--- src/rtl/tlb_op_sequencer.sv ---
// Serialises TLB maintenance instructions onto the single read/write port of
// the TLB entry array: entry walks for search/invalidate, direct RD/WR/FILL.
module tlb_op_sequencer #(
    parameter int TLBNUM = 16,
    parameter int IDX_W  = 4
) (
    input  logic             clk,
    input  logic             rstn,
    input  logic             flush,
    input  logic             tlbsrch_valid,
    input  logic             tlbrd_valid,
    input  logic             tlbwr_valid,
    input  logic             tlbfill_valid,
    input  logic             invtlb_valid,
    output logic             tlbsrch_ready,
    output logic             tlbrd_ready,
    output logic             tlbwr_ready,
    output logic             tlbfill_ready,
    output logic             invtlb_ready,
    input  logic [4:0]       invtlb_op,
    input  logic [9:0]       invtlb_asid,
    input  logic [18:0]      invtlb_va,
    input  logic [IDX_W-1:0] csr_index,
    input  logic [9:0]       csr_asid,
    input  logic [18:0]      csr_vppn,
    output logic [IDX_W-1:0] tlb_idx,
    output logic             tlb_re,
    output logic             tlb_we,
    output logic             tlb_wsel,
    input  logic [18:0]      tlb_r_vppn,
    input  logic [9:0]       tlb_r_asid,
    input  logic             tlb_r_g,
    input  logic             tlb_r_e,
    output logic             srch_hit,
    output logic [IDX_W-1:0] srch_index,
    output logic             inv_illegal,
    output logic             busy
);

    typedef enum logic [3:0] {
        IDLE, RD, RD_RESP, WR, S_RD, S_CMP, I_RD, I_CMP, I_WR, I_DONE
    } state_t;

    state_t           state_q, state_d;
    logic [IDX_W-1:0] i_q, i_d;
    logic [IDX_W-1:0] index_q, index_d;
    logic [IDX_W-1:0] fill_cnt_q, fill_cnt_d;
    logic             is_fill_q, is_fill_d;
    logic [4:0]       op_q, op_d;
    logic [9:0]       asid_q, asid_d;
    logic [18:0]      vppn_q, vppn_d;
    logic             srch_hit_q, srch_hit_d;
    logic [IDX_W-1:0] srch_index_q, srch_index_d;
    logic             inv_illegal_q, inv_illegal_d;

    logic last_entry, asid_m, vppn_m, srch_match, inv_match;

    assign last_entry = (i_q == IDX_W'(TLBNUM - 1));
    assign asid_m     = (tlb_r_asid == asid_q);
    assign vppn_m     = (tlb_r_vppn == vppn_q);
    assign srch_match = tlb_r_e & (tlb_r_g | asid_m) & vppn_m;

    always_comb begin
        case (op_q)
            5'd0, 5'd1: inv_match = 1'b1;
            5'd2:       inv_match = tlb_r_e & tlb_r_g;
            5'd3:       inv_match = tlb_r_e & ~tlb_r_g;
            5'd4:       inv_match = tlb_r_e & ~tlb_r_g & asid_m;
            5'd5:       inv_match = tlb_r_e & ~tlb_r_g & asid_m & vppn_m;
            5'd6:       inv_match = tlb_r_e & (tlb_r_g | asid_m) & vppn_m;
            default:    inv_match = 1'b0;
        endcase
    end

    // NOTE: every signal driven here gets a default first so no latch is inferred.
    always_comb begin
        state_d       = state_q;
        i_d           = i_q;
        index_d       = index_q;
        is_fill_d     = is_fill_q;
        op_d          = op_q;
        asid_d        = asid_q;
        vppn_d        = vppn_q;
        fill_cnt_d    = fill_cnt_q + IDX_W'(1);
        srch_hit_d    = srch_hit_q;
        srch_index_d  = srch_index_q;
        inv_illegal_d = inv_illegal_q;
        tlbsrch_ready = 1'b0;
        tlbrd_ready   = 1'b0;
        tlbwr_ready   = 1'b0;
        tlbfill_ready = 1'b0;
        invtlb_ready  = 1'b0;
        tlb_idx       = '0;
        tlb_re        = 1'b0;
        tlb_we        = 1'b0;
        tlb_wsel      = 1'b0;

        case (state_q)
            IDLE: begin
                i_d = '0;
                if (tlbsrch_valid) begin
                    asid_d  = csr_asid;
                    vppn_d  = csr_vppn;
                    state_d = S_RD;
                end else if (tlbrd_valid) begin
                    index_d = csr_index;
                    state_d = RD;
                end else if (tlbwr_valid) begin
                    index_d   = csr_index;
                    is_fill_d = 1'b0;
                    state_d   = WR;
                end else if (tlbfill_valid) begin
                    index_d   = fill_cnt_q;
                    is_fill_d = 1'b1;
                    state_d   = WR;
                end else if (invtlb_valid) begin
                    op_d    = invtlb_op;
                    asid_d  = invtlb_asid;
                    vppn_d  = invtlb_va;
                    state_d = (invtlb_op > 5'd6) ? I_DONE : I_RD;
                end
            end
            RD: begin
                tlb_re  = 1'b1;
                tlb_idx = index_q;
                state_d = RD_RESP;
            end
            RD_RESP: begin
                tlbrd_ready = 1'b1;
                state_d     = IDLE;
            end
            WR: begin
                tlb_we        = 1'b1;
                tlb_idx       = index_q;
                tlbwr_ready   = ~is_fill_q;
                tlbfill_ready = is_fill_q;
                state_d       = IDLE;
            end
            S_RD: begin
                tlb_re  = 1'b1;
                tlb_idx = i_q;
                state_d = S_CMP;
            end
            S_CMP: begin
                if (srch_match || last_entry) begin
                    tlbsrch_ready = 1'b1;
                    srch_hit_d    = srch_match;
                    srch_index_d  = srch_match ? i_q : '0;
                    state_d       = IDLE;
                end else begin
                    i_d     = i_q + IDX_W'(1);
                    state_d = S_RD;
                end
            end
            I_RD: begin
                tlb_re  = 1'b1;
                tlb_idx = i_q;
                state_d = I_CMP;
            end
            I_CMP: begin
                if (inv_match) begin
                    state_d = I_WR;
                end else if (last_entry) begin
                    state_d = I_DONE;
                end else begin
                    i_d     = i_q + IDX_W'(1);
                    state_d = I_RD;
                end
            end
            I_WR: begin
                tlb_we   = 1'b1;
                tlb_wsel = 1'b1;
                tlb_idx  = i_q;
                if (last_entry) begin
                    state_d = I_DONE;
                end else begin
                    i_d     = i_q + IDX_W'(1);
                    state_d = I_RD;
                end
            end
            I_DONE: begin
                invtlb_ready  = 1'b1;
                inv_illegal_d = (op_q > 5'd6);
                state_d       = IDLE;
            end
            default: state_d = IDLE;
        endcase

        // Flush aborts without completing; array enables above are left intact.
        if (flush) begin
            state_d       = IDLE;
            tlbsrch_ready = 1'b0;
            tlbrd_ready   = 1'b0;
            tlbwr_ready   = 1'b0;
            tlbfill_ready = 1'b0;
            invtlb_ready  = 1'b0;
            srch_hit_d    = srch_hit_q;
            srch_index_d  = srch_index_q;
            inv_illegal_d = inv_illegal_q;
        end
    end

    // Results show their new value in the ready cycle and hold afterwards.
    assign srch_hit    = srch_hit_d;
    assign srch_index  = srch_index_d;
    assign inv_illegal = inv_illegal_d;
    assign busy        = (state_q != IDLE);

    // NOTE: sequential state uses non-blocking assignments only.
    always_ff @(posedge clk or negedge rstn) begin
        if (!rstn) begin
            state_q       <= IDLE;
            i_q           <= '0;
            index_q       <= '0;
            fill_cnt_q    <= '0;
            is_fill_q     <= 1'b0;
            op_q          <= '0;
            asid_q        <= '0;
            vppn_q        <= '0;
            srch_hit_q    <= 1'b0;
            srch_index_q  <= '0;
            inv_illegal_q <= 1'b0;
        end else begin
            state_q       <= state_d;
            i_q           <= i_d;
            index_q       <= index_d;
            fill_cnt_q    <= fill_cnt_d;
            is_fill_q     <= is_fill_d;
            op_q          <= op_d;
            asid_q        <= asid_d;
            vppn_q        <= vppn_d;
            srch_hit_q    <= srch_hit_d;
            srch_index_q  <= srch_index_d;
            inv_illegal_q <= inv_illegal_d;
        end
    end

endmodule

--- config.mk ---
export PLATFORM = sky130hd
export DESIGN_NAME = tlb_op_sequencer
export DESIGN_NICKNAME = d
export VERILOG_FILES = /design/src/rtl/tlb_op_sequencer.sv
export SDC_FILE = /design/constraint.sdc
export NUM_CORES = 1
export LEC_CHECK = 0
export CORE_MARGIN = 5
export CORE_UTILIZATION = 44
export CTS_BUF_LIST = sky130_fd_sc_hd__clkbuf_4 sky130_fd_sc_hd__clkbuf_8 sky130_fd_sc_hd__clkbuf_16
export CTS_CLUSTER_DIAMETER = 30
export DETAILED_ROUTE_END_ITERATION = 8
export GPL_TIMING_DRIVEN = 0
export PLACE_DENSITY = 0.85
export SYNTH_ARGS = -nofsm -noshare
export SYNTH_HDL_FRONTEND = slang
export SYNTH_SLANG_ARGS = --single-unit
--- constraint.sdc ---
create_clock -name clk -period 3.2 [get_ports clk]
set_input_delay 0.8 -clock clk [delete_from_list [all_inputs] [get_ports clk]]
set_output_delay 0.8 -clock clk [all_outputs]
set_load 0.1 [all_outputs]
==> results <==
stage by stage:
step | setup TNS, ns | cells | utilization [%] | hold slack (ns) | power (uW)
finish | -1.503 | 581 | 72.44 | 0.4178 | 3482
global route | -2.482 | 580 | 72.41 | 0.4428 | 3688
CTS | -1.091 | 580 | 71.32 | 0.4253 | 3375
detailed placement | -17.29 | 549 | 64.39 | 0.4718 | 2583
global placement | -44.64 | 548 | 64.18 | 0.4587 | 2518
floorplan | -1.254 | 326 | - | 0.4418 | 2113
how the worst min path moves through the flow:
stage	to	slack (ns)
after global routing	inv_illegal_q	0.44
after detailed placement	srch_hit_q	0.47
final	is_fill_q	0.42
after floorplan	fill_cnt_q[0]	0.44
after CTS	vppn_q[8]	0.43
after global placement	fill_cnt_q[3]	0.46
power by group:
part	leakage, uW	switching, uW	internal [uW]
clock network	0.000106	279	404
logic	0.00146	996	593
registers	0.000721	228	982
total	0.00228	1500	1980
per-layer routing:
layer | global-route usage, % | wire (um)
met1 | 26.40 | 3757
met2 | 43.16 | 5424
met3 | 4.542 | 731
met4 | 9.375 | 297
met5 | 0 | 0
cells in the mapped netlist, drive strengths merged, types with 4 or more instances:
master	n
a21oi	16
a22o	9
clkbuf	13
dfrtp	57
inv	5
mux2	6
mux2i	36
nand2	39
nand3	7
nor2	18
nor3	8
nor3b	4
nor4	8
o21a	4
o21ai	31
xor2	31
layout make-up:
class                   instances  area [um2]  share of cell area (%)
multi-input cells             249        2001                   38.70
flip-flops and latches         57        1426                   27.59
repair buffers                140        1338                   25.87
clock buffers                  12       158.9                   3.074
well taps                      99       123.9                   2.396
plain buffers                  15       57.56                   1.113
clock inverters                 3       40.04                  0.7744
inverters                       5       22.52                  0.4356
diodes                          1       2.502                 0.04840
logic make-up after synthesis:
| group | after synthesis | share of synthesized area (%) |
|---|---|---|
| simple gates | 99 | 15.40 |
| buf+inv | 20 | 2.402 |
| xor+xnor | 32 | 8.822 |
| mux | 42 | 13.47 |
| flops | 57 | 44.90 |
| compound gates | 74 | 14.22 |
| fa+ha+maj | 2 | 0.7876 |
flip-flops by register name, indices dropped and copies added (netlist names):
signal,flops
inv_illegal_q,1
srch_index_q,4
fill_cnt_q,4
is_fill_q,1
index_q,4
asid_q,10
srch_hit_q,1
op_q,5
i_q,4
vppn_q,19
state_q,4
worst reg2reg max path, cell delays in order, from the launching register on:
cell	delay (ns)
dfrtp_1	0.39
xor2_1	0.18
nor4_2	0.34
buf_4	0.18
buf_4	0.10
buf_4	0.10
buf_4	0.09
buf_4	0.09
buf_4	0.09
nand2_1	0.04
or4_4	0.58
a31o_4	0.29
o21a_1	0.14
mux2_4	0.28
cell usage in the layout, fill, tap and decap left out, drive strengths merged, types with 3 or more instances in the layout:
cell type,instances
a21oi,16
a22o,9
a31oi,3
and3,3
buf,45
clkbuf,31
clkdlybuf4s15,10
clkdlybuf4s50,74
dfrtp,57
dlygate4sd2,7
inv,4
mux2,6
mux2i,36
nand2,39
nand2b,3
nand3,7
nor2,18
nor3,8
nor3b,4
nor4,8
o21a,4
o21ai,31
xor2,31
timing repair:
item                                   in CTS  in global routing
endpoints found under the hold margin       0                  0
pin swaps                                  34                 15
setup buffers                              16                  4
setup endpoints to repair                  19                 25
resized for setup                         192                 38
gates cloned                                0                  0
==> results by group <==
Run status
  – Outcome: complete, but fails checks
  – Failing checks: negative setup slack

Clocking
  – Skew-Pair Late Insertion Delay: between 0.3 and 0.4 ns
  – CTS tree: built
  – CTS H-Tree Depth: 3
  – Clk buf depth: 2
  – Post-CTS Hold Buffers: 0
  – Clock tree sinks: between 50 and 60
  – Num CTS Buffers: 9
  – CTS Root Cell: clkbuf_8
  – Worst-path clk slew: about 0.06 ns

Synth
  – Post-synth top area cell: dfrtp_1
  – Share of the synthesized area in the top cell type: 44.90%
  – Synth area leaders: dfrtp_1 45%, mux2i_1 11%, xor2_1 8.5%
  – #FFs+latches synth: 57
  – Async set-reset flop share out of synthesis: 100.0%
  – Unique cell type count in the Yosys netlist: 42
  – Post-Synthesis Net Count: 434
  – Mapped Cells: between 300 and 400
  – Synth Warn #: 0
  – Post-Syn Area: 0.003177 mm2
  – Mapped Avg Cell Area: 9.745 um2
  – Synth Flop Type: dfrtp_1
  – Register area share after synthesis: 44.90%
  – Number of flops mapped to enable cells by yosys: 0

Floorplan
  – Die extent in x: 94.97 um
  – Total die area: 0.009019 mm2
  – Io pins: 125
  – Row count: 31
  – Die H: roughly 95 um
  – Initial Utilization: 44.51%
  – Core area: between 0.007 and 0.008 mm2

GRT
  – First-pass GRT wire length: between 15,000 and 20,000 um
  – GRT Util Overall: a little under a quarter
  – Global route overflow: 0
  – Vias in the first global route: roughly 3.4k
  – Initial antenna violation count: 0
  – Largest net degree at the start of global routing: 39

Run
  – Number of max-cap violations: 0

Hold path
  – Hold Crit Class: primary input to asynchronous set/reset pin

Critical path
  – Worst Setup Start Kind: primary input
  – Crit path cell chain: buf_6, xor2_2, nor4_4, nand4_1, o31ai_4, nand3_4, a22o_4, buf_12
  – Arrival time worst endpoint: 2.68 ns
  – R2r setup slk: ~0.2 ns
  – Worst Path Max Fanout: 6
  – Crit end category: output port
  – CP Depth: 8
  – Max stage delay on crit path: between 0.3 and 0.4 ns
  – Worst reg2reg path depth: 13
  – Req. time, crit path: between 2 and 2.5 ns
  – Reg-to-Reg End: i_q[0]
  – Delay-heaviest family, CP: simple AND/OR/NAND/NOR gates
  – Buffers & Inverters on Critical Path: 2
  – Worst r2r src: vppn_q[2]
  – Worst Setup SP: tlb_r_vppn[6]
  – WS Path Type: primary input to output port
  – CP max stage cell: o31ai_4
  – End point of the critical path: srch_index[3]

Place
  – DP HPWL: 7394 um
  – Placed cell areas: approximately 0.0046 mm2
  – Pre-CTS setup slack: -2.085 ns
  – # port buffers: ~120
  – Routability congestion estimate: between 0.8 and 0.9

Layout
  – Share of layout cells above drive strength 1: 24.53%
  – FILL cells: 553
  – Area growth syn-to-layout: 62.74%
  – Post-route cell area: 0.005170 mm2
  – Layout Nets: slightly below 600

Route
  – Routed Antenna Nets: 0
  – Via Count: around 3.1k
  – Total iterations of the first detailed-routing run: 5
  – # DRC: 0
  – Drt total wl: slightly above 10,000 um
  – DR WL/cell: 17.57 um
  – Initial DRC Count: 201
  – Vias per cell: about 5.4

Power
  – Leakage: approximately 0.0023 uW
  – PD cells: roughly 670 mW/mm2
  – Max VDD drop: slightly above 0.3 mV

Timing
  – FMAX: ~290 MHz
  – Final Max Tran Viols: 0
  – Final WS setup: -0.2754 ns
  – Worst-margin pin slew: approximately 1.3 ns
  – Final period util: 108.6%
  – Final min period: 3.475 ns
  – Final setup violation count: 6
  – RSZ-0062 raised after global routing: yes
  – Clk_skew: about 0.015 ns
  – Fin. Hold Viols: 0
  – Worst slew margin: about a tenth
(Power assumes the default switching activity.)
